## config.mk

```make
export PLATFORM = sky130hd
export DESIGN_NAME = paddle_quad_ctrl
export DESIGN_NICKNAME = d
export VERILOG_FILES = /design/src/rtl/paddle_quad_ctrl.sv
export SDC_FILE = /design/constraint.sdc
export NUM_CORES = 1
export LEC_CHECK = 0
export ABC_AREA = 1
export ABC_CLOCK_PERIOD_IN_PS = 4100
export BUFFER_PORTS_ARGS = -buffer_cell sky130_fd_sc_hd__buf_2
export CORE_MARGIN = 5
export CORE_UTILIZATION = 39
export CTS_BUF_LIST = sky130_fd_sc_hd__clkbuf_8
export CTS_CLUSTER_DIAMETER = 100
export DETAILED_ROUTE_END_ITERATION = 7
export PLACE_DENSITY = 0.65
export SLEW_MARGIN = 20
export SYNTH_ARGS = -nofsm -noshare
export SYNTH_HDL_FRONTEND = slang
export SYNTH_SLANG_ARGS = --single-unit
```

## constraint.sdc

```tcl
create_clock -name clk -period 4.1 [get_ports clk]
set_input_delay 0.82 -clock clk [delete_from_list [all_inputs] [get_ports clk]]
set_output_delay 0.82 -clock clk [all_outputs]
set_load 0.02 [all_outputs]
```

## src/rtl/paddle_quad_ctrl.sv

```systemverilog
// rtl/paddle_quad_ctrl.sv - quadrature encoder to per-frame clamped PaddleX column
module paddle_quad_ctrl #(
  parameter int FILT_LEN    = 4,
  parameter int STEP        = 4,
  parameter int DELTA_W     = 8,
  parameter int PADDLE_MIN  = 8,
  parameter int PADDLE_MAX  = 568,
  parameter int PADDLE_INIT = 288
) (
  input  logic       clk,
  input  logic       rst_n,
  input  logic       quadA,
  input  logic       quadB,
  input  logic       vSync,
  output logic [9:0] PaddleX,
  output logic       moved,
  output logic       step_err
);
  // Next-position arithmetic is wide enough that acc*STEP can never wrap.
  localparam int NW = 10 + DELTA_W + 4;
  localparam logic [3:0]                FILT_LAST = 4'(FILT_LEN - 1);
  localparam logic signed [DELTA_W-1:0] ACC_ONE   = DELTA_W'(1);
  localparam logic signed [DELTA_W-1:0] ACC_MAX   = {1'b0, {(DELTA_W-1){1'b1}}};
  localparam logic signed [DELTA_W-1:0] ACC_MIN   = -ACC_MAX;
  localparam logic signed [NW-1:0]      STEP_EXT  = NW'(STEP);
  localparam logic signed [NW-1:0]      MIN_EXT   = NW'(PADDLE_MIN);
  localparam logic signed [NW-1:0]      MAX_EXT   = NW'(PADDLE_MAX);

  logic                      r_a_meta, r_a_sync, r_b_meta, r_b_sync;
  logic                      r_a_filt, r_b_filt;
  logic [3:0]                r_a_cnt, r_b_cnt;
  logic [1:0]                r_prev;
  logic                      r_cnt_up, r_cnt_dn, r_step_err;
  logic signed [DELTA_W-1:0] r_acc;
  logic                      r_vsync_d;
  logic [9:0]                r_paddle;
  logic                      r_moved;

  logic [1:0]                w_cur;
  logic                      w_up, w_dn, w_bad;
  logic                      w_tick;
  logic signed [NW-1:0]      w_acc_ext;
  logic signed [NW-1:0]      w_next;
  logic [9:0]                w_new;

  // Two-flop synchronizers for the asynchronous encoder channels.
  always_ff @(posedge clk or negedge rst_n) begin
    if (!rst_n) begin
      r_a_meta <= 1'b0;
      r_a_sync <= 1'b0;
      r_b_meta <= 1'b0;
      r_b_sync <= 1'b0;
    end else begin
      r_a_meta <= quadA;
      r_a_sync <= r_a_meta;
      r_b_meta <= quadB;
      r_b_sync <= r_b_meta;
    end
  end

  // Channel A glitch filter: accept a new level only after FILT_LEN stable samples.
  always_ff @(posedge clk or negedge rst_n) begin
    if (!rst_n) begin
      r_a_filt <= 1'b0;
      r_a_cnt  <= 4'd0;
    end else if (r_a_sync == r_a_filt) begin
      r_a_cnt  <= 4'd0;
    end else if (r_a_cnt >= FILT_LAST) begin
      r_a_filt <= r_a_sync;
      r_a_cnt  <= 4'd0;
    end else begin
      r_a_cnt  <= r_a_cnt + 4'd1;
    end
  end

  // Channel B glitch filter, identical to channel A.
  always_ff @(posedge clk or negedge rst_n) begin
    if (!rst_n) begin
      r_b_filt <= 1'b0;
      r_b_cnt  <= 4'd0;
    end else if (r_b_sync == r_b_filt) begin
      r_b_cnt  <= 4'd0;
    end else if (r_b_cnt >= FILT_LAST) begin
      r_b_filt <= r_b_sync;
      r_b_cnt  <= 4'd0;
    end else begin
      r_b_cnt  <= r_b_cnt + 4'd1;
    end
  end

  assign w_cur = {r_a_filt, r_b_filt};

  // Classify the previous->current filtered state as forward, reverse or illegal.
  always_comb begin
    w_up  = 1'b0;
    w_dn  = 1'b0;
    w_bad = 1'b0;
    case ({r_prev, w_cur})
      4'b0001, 4'b0111, 4'b1110, 4'b1000: w_up  = 1'b1;
      4'b0010, 4'b1011, 4'b1101, 4'b0100: w_dn  = 1'b1;
      4'b0011, 4'b1100, 4'b0110, 4'b1001: w_bad = 1'b1;
      default: ;
    endcase
  end

  // Register the decoded count; previous state always follows, even on illegal jumps.
  always_ff @(posedge clk or negedge rst_n) begin
    if (!rst_n) begin
      r_prev     <= 2'b00;
      r_cnt_up   <= 1'b0;
      r_cnt_dn   <= 1'b0;
      r_step_err <= 1'b0;
    end else begin
      r_prev     <= w_cur;
      r_cnt_up   <= w_up;
      r_cnt_dn   <= w_dn;
      r_step_err <= w_bad;
    end
  end

  assign w_tick    = vSync & ~r_vsync_d;
  assign w_acc_ext = {{(NW-DELTA_W){r_acc[DELTA_W-1]}}, r_acc};
  assign w_next    = $signed({{(NW-10){1'b0}}, r_paddle}) + w_acc_ext * STEP_EXT;

  // Clamp the candidate position to the playfield.
  always_comb begin
    w_new = w_next[9:0];
    if (w_next < MIN_EXT) begin
      w_new = 10'(PADDLE_MIN);
    end else if (w_next > MAX_EXT) begin
      w_new = 10'(PADDLE_MAX);
    end
  end

  // Saturating movement accumulator; a count landing on the tick seeds the next frame.
  always_ff @(posedge clk or negedge rst_n) begin
    if (!rst_n) begin
      r_acc <= '0;
    end else if (w_tick) begin
      if (r_cnt_up) begin
        r_acc <= ACC_ONE;
      end else if (r_cnt_dn) begin
        r_acc <= -ACC_ONE;
      end else begin
        r_acc <= '0;
      end
    end else if (r_cnt_up && (r_acc != ACC_MAX)) begin
      r_acc <= r_acc + ACC_ONE;
    end else if (r_cnt_dn && (r_acc != ACC_MIN)) begin
      r_acc <= r_acc - ACC_ONE;
    end
  end

  // Apply movement once per frame on the vSync rising edge.
  always_ff @(posedge clk or negedge rst_n) begin
    if (!rst_n) begin
      r_vsync_d <= 1'b0;
      r_paddle  <= 10'(PADDLE_INIT);
      r_moved   <= 1'b0;
    end else begin
      r_vsync_d <= vSync;
      if (w_tick) begin
        r_paddle <= w_new;
        r_moved  <= (w_new != r_paddle);
      end else begin
        r_moved  <= 1'b0;
      end
    end
  end

  assign PaddleX  = r_paddle;
  assign moved    = r_moved;
  assign step_err = r_step_err;
endmodule

```

# --- Word level (Yosys, flattened, before mapping) ---
# Cells that the tools add are included.
totals:
  ff_bits: 39
  latchBits: 0
  mem_bits_rw: 0
  rom_bits: 0
  output_inout_bits: 12
  wordCells: 69
  mem_count: 0
classes:
  n_addsub: 5
  n_mul: 0
  div_mod_pow: 0
  n_lt_le_gt_ge: 4
  n_eq_ne: 17
  shift: 0
  muxes: 15
  n_bitwise: 4
  reduce_logical: 8
op_table:
  columns: ["operator", "count"]
  rows:
  - ["two-way mux 8 bit", 5]
  - ["== test 4 bit (second input constant)", 6]
  - ["two-way mux 10 bit", 2]
  - ["two-way mux 4 bit", 4]
  - ["inequality test 8 bit (second input constant)", 2]
  - ["adder 11 x 10 -> 12 bit", 1]
  - ["== test 4 x 3 -> 1 bit (second input constant)", 3]
  - ["> comparator 12 x 11 -> 1 bit (second input constant)", 1]
  - ["< comparator 12 x 5 -> 1 bit (second input constant)", 1]
  - ["OR reduction 4 bit", 3]
  - ["inequality test 10 bit", 1]
  - ["adder 4 x 1 -> 4 bit (second input constant)", 2]
  - ["adder 8 x 2 -> 8 bit (second input constant)", 1]
  - ["== test 4 x 2 -> 1 bit (second input constant)", 2]
  - [">= comparator 4 x 2 -> 1 bit (second input constant)", 2]
  - ["subtractor 8 x 2 -> 8 bit (second input constant)", 1]
  - ["== test 4 x 1 -> 1 bit (second input constant)", 1]
  - ["two-way mux 1 bit", 4]
  - ["AND reduction 2 bit", 2]
  - ["NOT 1 bit", 3]
  - ["nonzero test 3 bit", 1]
  - ["== test 1 bit", 2]
  - ["logical AND 1 bit", 2]
  - ["bitwise AND 1 bit", 1]

# --- Depth between registers and ports, before layout ---
logic_depth:
  ltp_word: 6
  ltp_mapped: 22
  mapped_depth_nobuf: 22

# --- Worst setup path before layout ---
# Ideal clock, no wire load.
synth_path:
  path_type: "reg2reg"
  startpoint: "reg r_acc[7]"
  endpoint: "reg r_acc[7]"
  setup_time_ns: 0.087
  arrival_time_ns: 2.853
  path_slack_ns: 1.160
  path_stages_with_launch: 16
  n_path_buf: 0
  synth_period_minus_slack_ns: 2.940
  cell_sequence: "dfrtp_1 inv_1 nand4_1 o21ai_0 ha_1 a21o_1 o21ai_0 inv_1 o21a_1 o21ai_0 nand2_1 nand2_1 nand2_1 xnor2_1 nand2_1 a22oi_1"
synth_between:
  elab_chain_len: 4
synth_lines:
  columns: ["element", "line", "source"]
  rows:
  - ["from (decl)", "34", "logic signed [DELTA_W-1:0] r_acc;"]
  - ["from (signal assigned)", "143", "r_acc <= -ACC_ONE;"]
  - ["from (signal assigned)", "148", "r_acc <= r_acc + ACC_ONE;"]
  - ["from (signal assigned)", "150", "r_acc <= r_acc - ACC_ONE;"]
  - ["subtractor 8 x 2 -> 8 bit / inequality test 8 bit (equally long branches)", "150, 147", null]
  - ["two-way mux 8 bit / logical AND 1 bit (equally long branches)", "149, 147", null]
  - ["two-way mux 8 bit", "147", "end else if (r_cnt_up && (r_acc != ACC_MAX)) begin"]
  - ["two-way mux 8 bit", "139", "end else if (w_tick) begin"]
# Several ways; a longest one is shown, not always the timed one. The select of a mux whose other input is x is not followed.
# A chain may end at the register's enable or synchronous reset.

# --- Worst setup path in the final report ---
layout_path:
  startpoint: "reg r_acc[0]"
  endpoint: "reg r_moved, in the netlist moved"
layout_between:
  elab_chain_len: 6
layout_lines:
  columns: ["element", "line", "source"]
  rows:
  - ["adder 11 x 10 -> 12 bit (*)", "123", "assign w_next = $signed({{(NW-10){1'b0}}, r_paddle}) + w_acc_ext * STEP_EXT;"]
  - ["> comparator 12 x 11 -> 1 bit", "130", "end else if (w_next > MAX_EXT) begin"]
  - ["two-way mux 10 bit", "130", null]
  - ["two-way mux 10 bit (*)", "128", "if (w_next < MIN_EXT) begin"]
  - ["inequality test 10 bit (*)", "164", "r_moved <= (w_new != r_paddle);"]
  - ["two-way mux 1 bit (*)", "162", "if (w_tick) begin"]
  - ["to (signal assigned)", "164", null]
  - ["to (decl)", "37", "logic r_moved;"]
# Every way passes the cells marked *; elsewhere a longest branch is shown, timed or not.

==> results.md <==
- The instance area after placement is 0.00276 sq mm.
- The flow ran to the end, and the final reports show no timing, DRC or antenna violations.
- The total number of clock tree sinks is 39.
- Yosys attributes the largest share of cell area to sky130_fd_sc_hd__dfrtp_1 (36%), sky130_fd_sc_hd__nand2_1 (13%), sky130_fd_sc_hd__ha_1 (8.2%).
- At the pin with the least slew margin, the transition time is 838 ps.
- The TritonCTS buffer count is 5.
- The post-synthesis instance area is 0.00260 sq mm.
- The total count of max-transition violations in the final report is 0.
- The required time of the critical path is 4260 ps.
- The worst path uses 71.3% of the clock period.
- The total count of hold-check failures in the final report is 0.
- The highest cell delay on the worst timing path is 460 ps.
- The count of filler cells inserted in the layout is 647.
- After synthesis, the mean cell area works out to 7.66 sq um.
- The worst setup path is launched from a register.
- The detailed router placed 2214 vias in this run.
- For this block, the routed nets add up to 5530 um of wire.
- The worst setup path is of the register to register kind.
- The maximum clock frequency is 342 MHz.
- The total iterations of the first detailed-routing run is 4.
- The max-capacitance violation count is 0.
- The synthesized flop and latch total is 39.
- Measured against its own limit, the worst slew margin works out to 44.1%.
- The via count of the first global-routing pass was 2163.
- The antenna diode count is 0.
- The cell at the slowest stage of the critical path is sky130_fd_sc_hd__dfrtp_1.
- The die is 91.6 um wide.
- The clock tree from TritonCTS is done.
- In the layout the commonest cells are sky130_fd_sc_hd__nand2_1 (87), sky130_fd_sc_hd__inv_1 (51), sky130_fd_sc_hd__dfrtp_1 (37).
- The die is 91.6 um tall.
- The maximum clock skew at final layout is 11.6 ps.
- The core area is 0.00642 sq mm.
- The combined buffer and inverter count along the critical path is 0.
- The initial utilization of the core area, before any placement, comes to 40.4%.
- The summed negative setup slack over all endpoints is 0 ps.
- The deepest clock path buffer count is 2.
- The buffer count from post-CTS setup fixing is 0.
- The share of synthesized area in the top cell type comes to 35.6%.
- For the worst-skew pair, the clock arrives at the later sink with an insertion delay of 290 ps.
- Global routing finished with a remaining overflow of 0.
- The total DRC errors in the routed layout is 0.
- The share of post-route cells with drive strength above 1 is 12.9%.
- Clock-pin slew was measured on the worst setup and hold paths at 80 ps.
- The number of buffers inserted by port buffering is 16.
- Counting I/O delays and the setup requirement, the final critical path takes 2920 ps.
- The initial antenna violation count is 0.
- In this run the clock root is driven by a sky130_fd_sc_hd__clkbuf_8.
- The setup-violating endpoint count in the final report is 0.
- Synthesis produced 339 cells.
- The most common library cell in the layout ignoring fill and taps is sky130_fd_sc_hd__nand2_1.
- Post-CTS repair changed the size of 0 cells.
- The type of the worst min-delay path is register to register.
- VDD sags by at most 0.305 mV.
- The first global-routing pass estimated 9650 um of wire.
- The worst hold path was traced through 0 stages.
- The number of library cell types mapped by synthesis is 34.
- Among the stages of the critical path, the cell type that occurs most often is sky130_fd_sc_hd__nand2_1.
- STA puts the critical path data arrival time at 3090 ps.
- The total number of nets in the final design is 386.
- The H-tree depth is 2.
- The number of DRC markers in iteration 0 is 49.
- The number of rows in the core area is 29.
- The routed length per placed instance is 12.6 um.
- Setup repair after global routing left no endpoint under its margin.
- The number of hold buffers added after cts is 0.
- The cell accounting for the most synthesized area is sky130_fd_sc_hd__dfrtp_1.
- 17 I/O pins were placed.
- The reported leakage power is 1.51 nW.
- The half-perimeter wire length after placement is 4350 um.
- With fillers left out, the area of the finished cells amounts to 0.00284 sq mm.
- Along the worst path, the maximum fanout reaches 15.
- The combined global-route utilization of all metal layers is 14.0%.
- The signal on the critical path passes through ha_1 -> fa_1 -> nand2_1 -> nand3b_1 -> nand2_1 -> nand3_1 -> nor2_1 -> nand2_1 -> nand3_1 -> nand3_2 -> nand2_1 -> nand2_1 -> nand2_1 -> nand2_1 -> nor2_1 -> nand2_1 -> nor2_1 -> nor2_1.
- The routability-driven placement congestion ratio is 0.892.
- The critical path crosses 18 cells after its start point.
- The share of the Yosys chip area taken by registers is 37.7%.
- The warning count from the yosys run is 0.
- The die covers 0.00839 sq mm.
- In this run the power density over the cells is 872 mW/mm^2.
- Entering global routing, the biggest net connects 40 pins.
- The worst setup path is captured at a register.
- The kind of cell with the highest combined delay along the critical path is simple AND/OR/NAND/NOR gates.
- The post-synthesis to final-layout area growth is 9.49%.
- The post-detailed-route via-to-cell ratio is 5.03.
- The antenna violation net count after detailed routing is 0.
- The number of cell instances on the worst register-to-register path is 18.
worst register-to-register path, stage by stage (launching register included):
cell and delay, ps:
sky130_fd_sc_hd__dfrtp_1 460, sky130_fd_sc_hd__ha_1 270, sky130_fd_sc_hd__fa_1 440, sky130_fd_sc_hd__nand2_1 140
sky130_fd_sc_hd__nand3b_1 80, sky130_fd_sc_hd__nand2_1 140, sky130_fd_sc_hd__nand3_1 100, sky130_fd_sc_hd__nor2_1 90
sky130_fd_sc_hd__nand2_1 50, sky130_fd_sc_hd__nand3_1 80, sky130_fd_sc_hd__nand3_2 270, sky130_fd_sc_hd__nand2_1 190
sky130_fd_sc_hd__nand2_1 80, sky130_fd_sc_hd__nand2_1 60, sky130_fd_sc_hd__nand2_1 70, sky130_fd_sc_hd__nor2_1 90
sky130_fd_sc_hd__nand2_1 60, sky130_fd_sc_hd__nor2_1 80, sky130_fd_sc_hd__nor2_1 40
state kept, by name, indices dropped and copies added (netlist names):
signal	count
PaddleX	10
moved	1
r_a_cnt	4
r_a_filt	1
r_a_meta	1
r_a_sync	1
r_acc	8
r_b_cnt	4
r_b_filt	1
r_b_meta	1
r_b_sync	1
r_cnt_dn	1
r_cnt_up	1
r_prev	2
r_vsync_d	1
step_err	1
cell families (layout without fill, tap and decap cells):
family	count (synthesis)	in the layout	share of synthesized area, %
buf+inv	55	76	8.53
compound gates	41	41	9.44
other cells	1	4	0.144
fa+ha+maj	19	19	9.73
xor+xnor	10	10	3.37
flops	39	39	37.7
simple gates	172	172	30.3
mux	2	2	0.867
synth_stat cells:
master                     count
sky130_fd_sc_hd__nor2_2        1
sky130_fd_sc_hd__inv_2         2
sky130_fd_sc_hd__mux2_2        2
sky130_fd_sc_hd__nand3_1      21
sky130_fd_sc_hd__nor3_1        3
sky130_fd_sc_hd__fa_1          2
sky130_fd_sc_hd__nand3_2       5
sky130_fd_sc_hd__nand2_1      87
sky130_fd_sc_hd__nand3b_1      3
sky130_fd_sc_hd__nand2_2       9
sky130_fd_sc_hd__dfstp_2       2
sky130_fd_sc_hd__nand4_1      10
sky130_fd_sc_hd__o21ai_2       1
sky130_fd_sc_hd__buf_6         2
sky130_fd_sc_hd__xnor2_1       6
sky130_fd_sc_hd__a21oi_2       1
sky130_fd_sc_hd__dfrtp_1      37
sky130_fd_sc_hd__ha_1         17
sky130_fd_sc_hd__or2_2         1
sky130_fd_sc_hd__nor2_1       27
sky130_fd_sc_hd__inv_1        49
sky130_fd_sc_hd__and2_1        1
sky130_fd_sc_hd__a21o_1        1
sky130_fd_sc_hd__or3_1         2
sky130_fd_sc_hd__o21ai_0      20
sky130_fd_sc_hd__a21oi_1       6
sky130_fd_sc_hd__o31ai_1       2
sky130_fd_sc_hd__conb_1        1
sky130_fd_sc_hd__xor2_1        4
sky130_fd_sc_hd__o21a_1        1
sky130_fd_sc_hd__nor3b_1       2
sky130_fd_sc_hd__a22oi_1       8
sky130_fd_sc_hd__o21bai_1      1
sky130_fd_sc_hd__clkbuf_1      2
metal layers:
layer | part of all wire [%] | vias up | wire length (um) | track usage [%]
met5 | 0 | - | 0 | 0
met2 | 46 | 34 | 2530 | 23.6
li1 | - | 1139 | - | -
met1 | 49 | 1029 | 2680 | 17.8
met4 | 2.2 | 0 | 123 | 4.65
met3 | 3.5 | 12 | 194 | 3.27
worst paths after layout:
check                              start       end  slack (ps)
min in group asynchronous          rst_n  r_acc[0]         620
worst min register to register  r_a_meta  r_a_sync         350
max in group asynchronous          rst_n  r_cnt_dn        2950
worst max register to register  r_acc[0]     moved        1180
worst min-delay path            r_a_meta  r_a_sync         350
worst max-delay path            r_acc[0]     moved        1180
metrics by stage:
| stage | power (mW) | util [%] | hold slack [ps] | instances | setup slack (ps) |
|---|---|---|---|---|---|
| after floorplan | 1.91 | - | 331 | 342 | 1160 |
| after global placement | 2.21 | 43.0 | 335 | 432 | 1090 |
| after detailed placement | 2.23 | 43.0 | 338 | 432 | 1070 |
| after CTS | 2.49 | 44.3 | 354 | 440 | 1160 |
| after global routing | 2.76 | 44.3 | 369 | 440 | 867 |
| final | 2.48 | 44.3 | 351 | 440 | 1180 |
power by group:
group	total, mW	internal [mW]	leakage (nW)	switching [mW]
clock	0.242	0.114	0.0505	0.128
combinational	1.64	0.576	0.985	1.06
sequential	0.601	0.478	0.475	0.123
layout make-up:
| class | count | area (sq um) | share of cell area, % |
|---|---|---|---|
| inverters | 51 | 191 | 6.73 |
| clock inverters | 3 | 12.5 | 0.440 |
| well taps | 77 | 96.3 | 3.39 |
| repair buffers | 17 | 87.6 | 3.08 |
| clock buffers | 5 | 68.8 | 2.42 |
| flip-flops and latches | 39 | 978 | 34.4 |
| multi-input cells | 248 | 1410 | 49.5 |
No activity file was read; power rests on OpenSTA's default activity.
